### config.mk
export PLATFORM = sky130hd
export DESIGN_NAME = sdp_ram_rdq
export DESIGN_NICKNAME = d
export VERILOG_FILES = /design/src/rtl/sdp_ram_rdq.sv
export SDC_FILE = /design/constraint.sdc
export NUM_CORES = 1
export LEC_CHECK = 0
export CELL_PAD_IN_SITES_DETAIL_PLACEMENT = 1
export CELL_PAD_IN_SITES_GLOBAL_PLACEMENT = 1
export CORE_MARGIN = 4
export CORE_UTILIZATION = 37
export CTS_CLUSTER_DIAMETER = 30
export DETAILED_ROUTE_END_ITERATION = 8
export PLACE_DENSITY_LB_ADDON = 0.1
export SYNTH_ARGS = -nofsm -noshare
export SYNTH_HDL_FRONTEND = slang
export SYNTH_SLANG_ARGS = --single-unit
### constraint.sdc
create_clock -name clk -period 2.8 [get_ports clk]
set_input_delay 0.28 -clock clk [delete_from_list [all_inputs] [get_ports clk]]
set_output_delay 0.28 -clock clk [all_outputs]
set_load 0.005 [all_outputs]
### src/rtl/sdp_ram_rdq.sv
// Read-side stage for a simple-dual-port RAM: issues port-B reads, tracks the
// fixed read latency and queues returned words behind a valid/ready output.
module sdp_ram_rdq #(
  parameter int ADR  = 11,
  parameter int WID  = 72,
  parameter int NCLK = 2,
  parameter int DEPQ = 4
) (
  input  logic                        clk,
  input  logic                        rst_n,
  input  logic                        req_vld,
  output logic                        req_rdy,
  input  logic [ADR-1:0]              req_adr,
  output logic [ADR-1:0]              ram_adr,
  output logic                        ram_ren,
  input  logic [WID-1:0]              ram_rda,
  output logic                        out_vld,
  input  logic                        out_rdy,
  output logic [WID-1:0]              out_dat,
  output logic [$clog2(DEPQ+1)-1:0]   lvl
);

  localparam int LW = $clog2(DEPQ + 1);
  localparam int PW = (DEPQ > 1) ? $clog2(DEPQ) : 1;

  logic [LW-1:0]   lvl_q;
  logic [LW-1:0]   cnt_q;
  logic [PW-1:0]   rd_ptr;
  logic [PW-1:0]   wr_ptr;
  logic [NCLK-1:0] vld_pipe;
  logic [WID-1:0]  mem [DEPQ];

  logic issue;
  logic pop;
  logic cap;

  function automatic logic [PW-1:0] ptr_inc(input logic [PW-1:0] p);
    return (p == PW'(DEPQ - 1)) ? '0 : p + 1'b1;
  endfunction

  // Credits cover words in flight as well as queued ones, so the queue can
  // never be written while full.
  assign req_rdy = rst_n & (lvl_q < LW'(DEPQ));
  assign issue   = req_vld & req_rdy;
  assign ram_ren = issue;
  assign ram_adr = req_adr;

  assign out_vld = rst_n & (cnt_q != '0);
  assign pop     = out_vld & out_rdy;
  assign out_dat = mem[rd_ptr];
  assign lvl     = rst_n ? lvl_q : '0;

  // The oldest stage marks the cycle in which ram_rda carries the word.
  assign cap = vld_pipe[NCLK-1];

  // NOTE: sequential state uses non-blocking assignments so every register
  // samples pre-edge values, independent of statement order.
  always_ff @(posedge clk) begin
    if (!rst_n) begin
      lvl_q    <= '0;
      cnt_q    <= '0;
      rd_ptr   <= '0;
      wr_ptr   <= '0;
      vld_pipe <= '0;
    end else begin
      lvl_q    <= lvl_q + LW'(issue) - LW'(pop);
      cnt_q    <= cnt_q + LW'(cap) - LW'(pop);
      vld_pipe <= NCLK'({vld_pipe, issue});
      if (cap) wr_ptr <= ptr_inc(wr_ptr);
      if (pop) rd_ptr <= ptr_inc(rd_ptr);
    end
  end

  // NOTE: the storage array has no reset; out_dat is only meaningful while
  // out_vld is high, and the cleared pointers make stale entries unreachable.
  always_ff @(posedge clk) begin
    if (cap) mem[wr_ptr] <= ram_rda;
  end

endmodule

## Yosys cells after proc, flatten, opt, wreduce, memory -nomap -nowiden

Memories as Yosys holds them, arrays and structs flattened. A register that Yosys moved wholly into a read port is not among the register bits.
Cells that the tools add are included.

- Bits in registers: 12
- Bits in writable memories: 288
- Input bits: 87
- Word-level logic and storage cells: 27
- Memories kept: 1

- Add/sub/neg operators: 6
- Order comparisons: 1
- Equal/unequal tests: 2
- Mux-type cells: 7
- Bitwise operators: 4
- Reductions and logical operators: 1

Memories:

| name | depth | bits a word | rd ports | clocked after memory_dff | wr ports | line | source |
|---|---|---|---|---|---|---|---|
| mem | 4 | 72 | 1 | 1 | 1 | 31 | `logic [WID-1:0] mem [DEPQ];` |

Operators with widths:

| kind | count |
|---|---|
| $mux 2 | 4 |
| $add 3x1->3 | 2 |
| $sub 3x1->3 | 2 |
| $add 2x1->2 const B | 2 |
| $and 1x1->1 | 4 |
| $eq 2x2->1 const B | 2 |
| $lt 3x3->1 const B | 1 |
| $mux 3 | 1 |
| $reduce_bool 3->1 | 1 |
| $mux 1 | 2 |

## Longest topological paths before layout

- Depth in word-level cells: 5
- Depth in mapped cells: 9
- Gate-level depth less buffers: 8

## Worst setup path after synthesis

OpenSTA, ideal clock, no wires.

- Kind: register to register
- Start point: reg wr_ptr[0]
- End point: mem mem[0][0] (enable)
- Arrival time: 2.223 ns
- Setup slack: 0.140 ns
- Cell stages (with the launch flop): 4
- Buffers on the path: 0
- Period minus slack after synthesis: 2.660 ns
- Cell sequence: dfxtp_1 -> inv_1 -> ha_1 -> and2_1

RTL lines:

| what | line | source |
|---|---|---|
| start, declared | 29 | `logic [PW-1:0] wr_ptr;` |
| start signal, assigned | 69 | `if (cap) wr_ptr <= ptr_inc(wr_ptr);` |
| end, declared | 31 |  |

Straight into the memory's write port.

==> results.tsv <==
stage	metric	value	unit
status	status	finished clean	
clock_tree	worst skew pair latency	0.53	ns
clock_tree	Worst-path clk slew	0.04	ns
drt	DR iter-0 viols	186	
timing	Slew headroom	0.610	
timing	Finish-stage setup viols	0	
logic_synthesis	post-synthesis sequential area ratio	0.791	
logic_synthesis	leading cell type by number of instances after synthesis	edfxtp_1	
layout	final core area utilization	0.521	
drt	final WL	23100	microns
clock_tree	CTS Sinks	302	
pwr	total design power	14800	uW
floorplanning	DIE HEIGHT	183	microns
logic_synthesis	cell taking the most area after synthesis	edfxtp_1	
timing	Slew @ Worst Pin	0.585	ns
drt	post-route ant nets	0	
logic_synthesis	Yosys reg bits	302	
layout	ANT cells	0	
worst_setup_path	Critical Path Max Stage Delay	0.54	ns
floorplanning	I/O pins	176	
timing	Period Utilization, post-route	0.921	
pwr	P per Cell Area	951	mW/mm^2
worst_setup_path	CP required	2.52	ns
layout	Multi-input gate area	0.00205	sq mm
place	HPWL after DPL	13900	microns
drt	iteration count of the initial detailed-routing pass	4	
floorplanning	# rows	63	
drt	DRC viols	0	
place	gpl congestion	0.711	
clock_tree	clock tree buffer depth	3	
logic_synthesis	share of the synthesized area in the top cell type	0.766	
worst_setup_path	Critical Path AT	2.30	ns
grt	initial antenna violation count	1	
layout	Non-Filler Instances	1120	
layout	area delta synth->final	37.9	%
layout	Final Net Count	773	
logic_synthesis	synth unique cells	26	
logic_synthesis	EDFF count, synth	288	
floorplanning	initial core utilization	0.378	
timing	post-route setup slack	0.221	ns
worst_setup_path	Worst path slowest cell	mux4_2	
pwr	peak supply drop	439	uV
place	Port Buf Inserts	153	
pwr	Pleak	0.00518	uW
worst_setup_path	Worst setup SP type	register	
clock_tree	Root Buffer	clkbuf_16	
logic_synthesis	Mapped Nets	556	
floorplanning	Die ar.	0.0334	sq mm
place	pre-CTS WS	0.312	ns
grt	total global routing overflow	0	
grt	GRT Total Usage	0.140	
layout	fill cell count	2643	
logic_synthesis	asr flop ratio synth	0	
logic_synthesis	Synth Instances	459	
timing	Final min period	2.58	ns
logic_synthesis	Syn Area/Cell	24.6	sq um
logic_synthesis	top post-synthesis cells by count	edfxtp_1, mux4_2, dfxtp_1, and2_1, buf_4	
logic_synthesis	Mapped Area	0.0113	sq mm
drt	detailed-route via count	5357	
drt	wire length per cell	20.7	microns
timing	final hold vios	0	
drt	vias per cell	4.78	
hold_path	Worst Hold Class	in2reg	
worst_setup_path	crit path kind	reg2out	
flow_run	max cap viols	0	
grt	largest net degree at the start of global routing	35	
clock_tree	cts bufs inserted	70	
floorplanning	total core area	0.0299	sq mm
logic_synthesis	top cells by area, synth	edfxtp_1, mux4_2, dfxtp_1	
clock_tree	Max H-tree Level	3	
logic_synthesis	top_reg_cell synth	edfxtp_1	
clock_tree	CTS tree	done	
layout	register area	0.00894	sq mm
worst_setup_path	crit-path max FO	28	
clock_tree	CTS Hold Bufs	0	
worst_setup_path	Cell Chain, Critical Path	buf_16, mux4_2, clkdlybuf4s50_1	
timing	fmax	0.388	GHz
timing	RSZ-0062 raised after global routing	no	
timing	Slew Viols, Final	0	
timing	Clock Skew	0.0146	ns
floorplanning	Chip Width	183	microns
layout	share of layout cells above drive strength 1	0.271	
grt	vias in the first global route	6228	
worst_setup_path	CP Capture Type	primary output	
timing	setup TNS	0	ns
place	dpl cells	991	
grt	first-pass GRT wire length	35800	microns
logic_synthesis	Yosys warnings	0	
==> area by class of cell <==
class / count / share of cell area
Clock inverter: 37 / 0.0230
Multi-Input combinational cell: 118 / 0.132
Clock buffer: 89 / 0.123
Tap cell: 390 / 0.0313
Sequential cell: 302 / 0.574
Timing Repair Buffer: 174 / 0.115
Inverter: 10 / 0.00241
==> power by group <==
group	internal (uW)	switching (uW)	total, uW
registers	5090	86.2	5170
clock network	5240	2330	7580
logic	1310	756	2060
==> cells by family after synthesis <==
family | share of synthesized area
buffers and inverters | 0.0284
flip-flops | 0.791
multiplexers | 0.149
AND/OR/NAND/NOR | 0.0123
XOR/XNOR | 0.00487
adder cells (fa/ha/maj) | 0.0124
AO/OA/AOI/OAI | 0.00277
==> what timing repair did <==
| item | 4_1_cts | 5_1_grt |
|---|---|---|
| cloned | 0 | 0 |
| resized for setup | 1 | 1 |
| setup endpoints to repair | 1 | 5 |
| buffers inserted | 0 | 3 |
==> cells in the final DEF (no fill, tap or decap), types with 2 or more instances in the layout <==
cell type	Yosys	final
clkdlybuf4s50_1	0	153
buf_4	11	13
buf_12	7	6
mux2i_1	5	5
clkbuf_16	0	71
clkbuf_8	0	7
mux4_1	2	2
dfxtp_4	0	2
inv_1	10	10
clkinv_1	0	17
nor2_1	8	8
and2_1	11	7
dfxtp_1	14	12
fa_1	2	2
bufinv_16	0	5
clkinv_8	0	4
clkbuf_1	1	11
mux4_2	70	70
edfxtp_1	288	288
clkinvlp_4	0	2
clkinv_2	0	7
and2_4	0	4
nand2_1	2	2
ha_1	8	8
==> flip-flops by register name, summed over array words and instances, names as in the netlist, named ones only <==
register  cells
mem         288
cnt_q         3
lvl_q         3
rd_ptr        2
vld_pipe      2
wr_ptr        2
==> critical path: cells and delay by family, from the launching register on <==
family,cells,cell delay [ns]
buffers and inverters,2,0.78
multiplexers,1,0.54
flip-flops,1,0.43
==> layer usage <==
metal	vias up	global-route usage	share of wire
li1	2372	-	-
met1	2767	0.165	0.39
met2	159	0.240	0.52
met3	57	0.0458	0.066
met4	2	0.0540	0.021
met5	-	0	0.00035
==> per-stage QoR <==
stage / hold slack [ns] / instance area (sq um)
final: 0.339 / 15600
after floorplan: 0.379 / 11300
after CTS: 0.314 / 15500
after detailed placement: 0.429 / 13300
after global routing: 0.353 / 15600
after global placement: 0.435 / 13300
==> path summary, 6_finish.rpt <==
path	start	slack (ns)	cells after the start	end
max	register	0.22	3	out_dat[29]
min	req_vld	0.34	2	vld_pipe[0]$_SDFF_PN0_
min reg2reg	vld_pipe[0]$_SDFF_PN0_	0.43	1	vld_pipe[1]$_SDFF_PN0_
max reg2reg	cnt_q[1]$_SDFF_PN0_	0.42	8	lvl_q[2]$_SDFF_PN0_
Power figures use the tool's default switching activity.
==> RTL edit 1 (same flow settings) <==
The parameter `DEPQ` goes from 4 to 2.
--- a/src/rtl/sdp_ram_rdq.sv
+++ b/src/rtl/sdp_ram_rdq.sv
@@ -6,3 +6,3 @@
   parameter int NCLK = 2,
-  parameter int DEPQ = 4
+  parameter int DEPQ = 2
 ) (
Interface: changed (resized lvl); port bits go from 176 to 175. The function was not compared with the original's and may differ.
==> RTL edit 1 against the unedited design <==
Clock skew down 7.2 ps; wire length down 48%; synthesized area down 46%; clock power down 65%; synthesized cell count down 40%; count of clock-buffer cells in the layout down 70; power down 60%; final area down 46%; non-clock buffer count down 17; final cell count down 41%; sequential cell count down 149; core utilization up 0.56 points; setup slack better by 150 ps.
==> RTL edit 1: results (changes against the unedited design) <==
| Metric | Value |
|---|---|
| Max VDD drop | 0.4005 mV (-8.8%) |
| DRT iter0 DRCs | 120 (-35%) |
| First-pass GRT wire length | 18,130 um (-49%) |
| Max reg flops | 144 (-50%) |
| Count of cell types in the netlist | 18 (-31%) |
| IO buf count | 152 (-0.65%) |
| Vias/cell | 4.440 (-7.2%) |
| Post-synthesis compound-gate area fraction | 0.003302 (+0.0005319) |
| Int Power | 4.793 mW (-59%) |
| Worst-Skew Late Latency | 410 ps (-120 ps) |
| Status | finished, final reports clean |
| Post-CTS sizing | 0 (-1) |
| Leak | 2.974 nW (-43%) |
| Worst Tran Pin Value | 440.5 ps (-144.6 ps) |
| Register area share after synthesis | 0.7429 (-0.04772) |
| Share of layout cells above drive strength 1 | 0.2455 (-0.02574) |
| Total CTS buffers | 17 (-76%) |
| Commonest cells post-synth | edfxtp_1 (144), mux2_4 (70), buf_4 (11) |
| Vias | 2,935 (-45%) |
| Fillers | 1,462 (-45%) |
| CTS max path bufs | 2 (-1) |
| GPL Wtd Cong | 0.7122 (+0.15%) |
| Clock transition at path regs | 60 ps (+20 ps) |
| Synthesized instance count | 276 (-40%) |
| Skew final | 7.394 ps (-7.218 ps) |
| Final WL | 12,020 um (-48%) |
| HPWL Detailed | 8028 um (-42%) |
| Synth Area in XOR/XNOR | 0.007429 (+0.002554) |
| Nets | 523 (-32%) |
| DP Cell Count | 629 (-37%) |
[RTL edit 1: power by group through the flow]
stage               logic [mW]  clock network (mW)  registers (mW)
global placement         0.682                   0            2.66
detailed placement       0.695                   0            2.66
CTS                      0.699                2.71            2.61
floorplan                0.379                   0            2.64
global route             0.728                2.79            2.62
finish                   0.682                2.63            2.61
[RTL edit 1: final cells by class]
cell class,count,share of cell area
sequential,153,0.5366
clock buffer,19,0.05153
antenna,1,0.0002978
multi-input combinational,99,0.1567
tap,216,0.03217
timing repair buffer,157,0.1915
inverter,4,0.001787
clock inverter,12,0.02949
[RTL edit 1: cells by family (layout without fill, tap and decap cells)]
kind of cell    Yosys count  after routing
mux                      74             74
other cells               0              1
simple gates             16             16
flops                   153            153
compound gates            3              3
fa+ha+maj                 4              4
buf+inv                  24            192
xor+xnor                  2              2
[RTL edit 1: stage by stage]
stage	hold WS [ps]	power [mW]	utilization	setup WS [ps]	instance area [um^2]
after floorplan	378.9	3.018	-	102.0	6066
after global placement	422.7	3.340	0.4841	685.4	7719
after global routing	422.6	6.139	0.5268	275.1	8399
final	442.6	5.922	0.5270	367.9	8402
after CTS	416.8	6.021	0.5268	302.5	8399
after detailed placement	437.9	3.358	0.4841	552.7	7719
[RTL edit 1: per-layer routing]
metal	GRT usage	share of wire
met1	0.1530	0.40
met2	0.2229	0.52
met3	0.04626	0.066
met4	0.05711	0.015
met5	0	0
[RTL edit 1: worst paths after layout]
check / endpoint / slack (ps) / depth (start not counted)
setup / recovery: out_dat[37] / 370 / 3
hold / removal: mem[0][57] / 440 / 1
setup reg to reg: cnt_q[1] / 1190 / 7
hold reg to reg: vld_pipe[1] / 450 / 1
[RTL edit 1: critical path, cell delays in order (launching register included)]
cell	delay, ps
dfxtp_4	600
buf_12	300
mux2_4	320
clkdlybuf4s50_1	480
==> RTL edit 2 (same flow settings) <==
Without the edit above. Reset style: asynchronous (`rst_n`), changed in one clocked block.
--- a/src/rtl/sdp_ram_rdq.sv
+++ b/src/rtl/sdp_ram_rdq.sv
@@ -57,3 +57,3 @@
   // samples pre-edge values, independent of statement order.
-  always_ff @(posedge clk) begin
+  always_ff @(posedge clk or negedge rst_n) begin
     if (!rst_n) begin
Behaviour: differs if rst_n is asserted again (counterexample within 4 cycles, from zero or initial values and one cycle with rst_n low); with rst_n held inactive, the same outputs for 4 cycles.
==> RTL edit 2 against the unedited design <==
Sequential power increased by 7.4%; non-clock buffer count decreased by 2; setup slack worse by 57 ps; sequential cell count decreased by 2; register-to-register slack better by 110 ps; power is 10% higher; die area fell by 1.3%; core utilization fell by 0.72 points; final area fell by 2.2%; critical path depth did not move; wire length rose by 1.7%; synthesized area decreased by 1.4%; largest cell class unchanged; highest routed layer is now met4.
==> RTL edit 2: results (changes against the unedited design) <==
| Metric | Value |
|---|---|
| Status | finished, final reports clean |
| Fillers | 2,646 (+0.11%) |
| ANT cells | 0 (unchanged) |
| Post-CTS sizing | 0 (-1) |
| Vias/cell | 4.795 (+0.25%) |
| Skew final | 14.86 ps (+0.2495 ps) |
| Count of cell types in the netlist | 20 (-23%) |
| H-Tree Depth | 2 (-1) |
| Synth Warn # | 0 (unchanged) |
| IO buf count | 153 (unchanged) |
| Worst-Skew Late Latency | 560 ps (+30 ps) |
| Nets | 748 (-3.2%) |
| DP Cell Count | 976 (-1.5%) |
| Final WL | 23,520 um (+1.7%) |
| Largest net degree at the start of global routing | 45 (+29%) |
| Post-synth EDFFs | 288 (unchanged) |
| Top Registers | mem (288), cnt_q (3), lvl_q (3) |
| HPWL Detailed | 14,380 um (+3.6%) |
| Root Buffer | clkbuf_16 |
| CTS max path bufs | 3 (unchanged) |
| Finished Layout Cells | 1,089 (-2.8%) |
| Routed Antenna Nets | 0 (unchanged) |
| Vias in the first global route | 6,081 (-2.4%) |
| Share of layout cells above drive strength 1 | 0.2876 (+0.01632) |
| Crit-path max cell delay | 570 ps (+30 ps) |
| Leak | 5.082 nW (-2.0%) |
| Class of the worst hold path | in -> async |
| Post-Syn Nets | 541 (-2.7%) |
| Area contributors post-synth | edfxtp_1 (78%), mux4_2 (15%), dfrtp_1 (2.7%) |
| GPL Wtd Cong | 0.6984 (-1.8%) |
| CP max stage cell | mux4_2 |
| First-pass GRT wire length | 36,290 um (+1.3%) |
| Hold_buf cts | 0 (unchanged) |
| Async S/R FF share, synth | 0.04000 (+0.04000) |
| Commonest cells post-synth | edfxtp_1 (288), mux4_2 (72), buf_4 (12), dfrtp_1 (12), inv_1 (11) |
| Max VDD drop | 0.5534 mV (+26%) |
| Synthesized instance count | 443 (-3.5%) |
| DRT iter0 DRCs | 257 (+38%) |
| Setup Buffers After CTS | 2 (+2) |
| First-pass DRT Iterations | 4 (unchanged) |
| Register area share after synthesis | 0.8034 (+0.01281) |
| Total CTS buffers | 60 (-14%) |
| Placed inst area | 13,190 um^2 (-0.57%) |
| Clock transition at path regs | roughly 50 ps |
| Top_reg_cell synth | edfxtp_1 |
| CP arrival | 2360 ps (+60 ps) |
| Gr usage total | 0.1438 (+0.003448) |
| Maximum fanout along the worst path | 25 (-11%) |
| Initial antenna violation count | 0 (-1) |
| Slew HR | 0.6343 (+0.02439) |
## RTL edit 2: logic make-up (layout without fill, tap and decap cells)
logic type | count (synthesis) | after routing | synth area share
XOR/XNOR | 4 | 4 | 0.003146
AND/OR/NAND/NOR | 12 | 12 | 0.006515
buffers and inverters | 38 | 294 | 0.02247
multiplexers | 74 | 74 | 0.1476
AO/OA/AOI/OAI | 4 | 4 | 0.003146
adder cells (fa/ha/maj) | 11 | 11 | 0.01371
flip-flops | 300 | 300 | 0.8034
## RTL edit 2: path summary, 6_finish.rpt
| kind | slack [ps] | depth (start not counted) | startpoint | end |
|---|---|---|---|---|
| hold / removal | 110 | 2 | rst_n | wr_ptr[1] |
| max in group asynchronous | 2490 | 2 | rst_n | rd_ptr[0] |
| hold reg to reg | 350 | 0 | vld_pipe[0] | vld_pipe[1] |
| min in group clk | 350 | 0 | vld_pipe[0] | vld_pipe[1] |
| setup / recovery | 160 | 3 | rd_ptr[0] | out_dat[24] |
| setup reg to reg | 530 | 9 | cnt_q[1] | cnt_q[2] |
## RTL edit 2: layout make-up
class,instances,share of cell area
flip-flops and latches,300,0.5877
clock inverters,47,0.03095
repair buffers,172,0.1177
clock buffers,64,0.1009
inverters,11,0.002710
multi-input cells,105,0.1279
well taps,390,0.03202
## RTL edit 2: power by group
group          switching, mW  internal [mW]
combinational           1.51           2.36
clock                   2.26           4.61
sequential             0.219           5.34
## RTL edit 2: routing by layer
metal / track usage / wire (um) / part of all wire / up-vias
li1: - / - / - / 2293
met1: 0.1827 / 9868 / 0.42 / 2741
met2: 0.2439 / 11920 / 0.51 / 155
met3: 0.04067 / 1356 / 0.058 / 33
met4: 0.04053 / 378 / 0.016 / 0
met5: 0 / 0 / 0 / -
## RTL edit 2: stage by stage
stage | total power [mW] | setup slack [ps] | utilization | hold WS [ps]
2_1_floorplan | 7.560 | 63.77 | - | -15.59
3_3_place_gp | 9.515 | 520.7 | 0.4452 | 343.2
3_5_place_dp | 9.571 | 457.2 | 0.4452 | 341.0
4_1_cts | 16.63 | 103.1 | 0.5141 | 85.15
5_1_grt | 17.07 | 55.74 | 0.5141 | 129.2
6_report | 16.30 | 163.3 | 0.5141 | 108.4
## RTL edit 2: critical path: cells and delay by family, from the launching register on
kind	cells	cell delay, ps
buf+inv	2	730
flops	1	480
mux	1	570
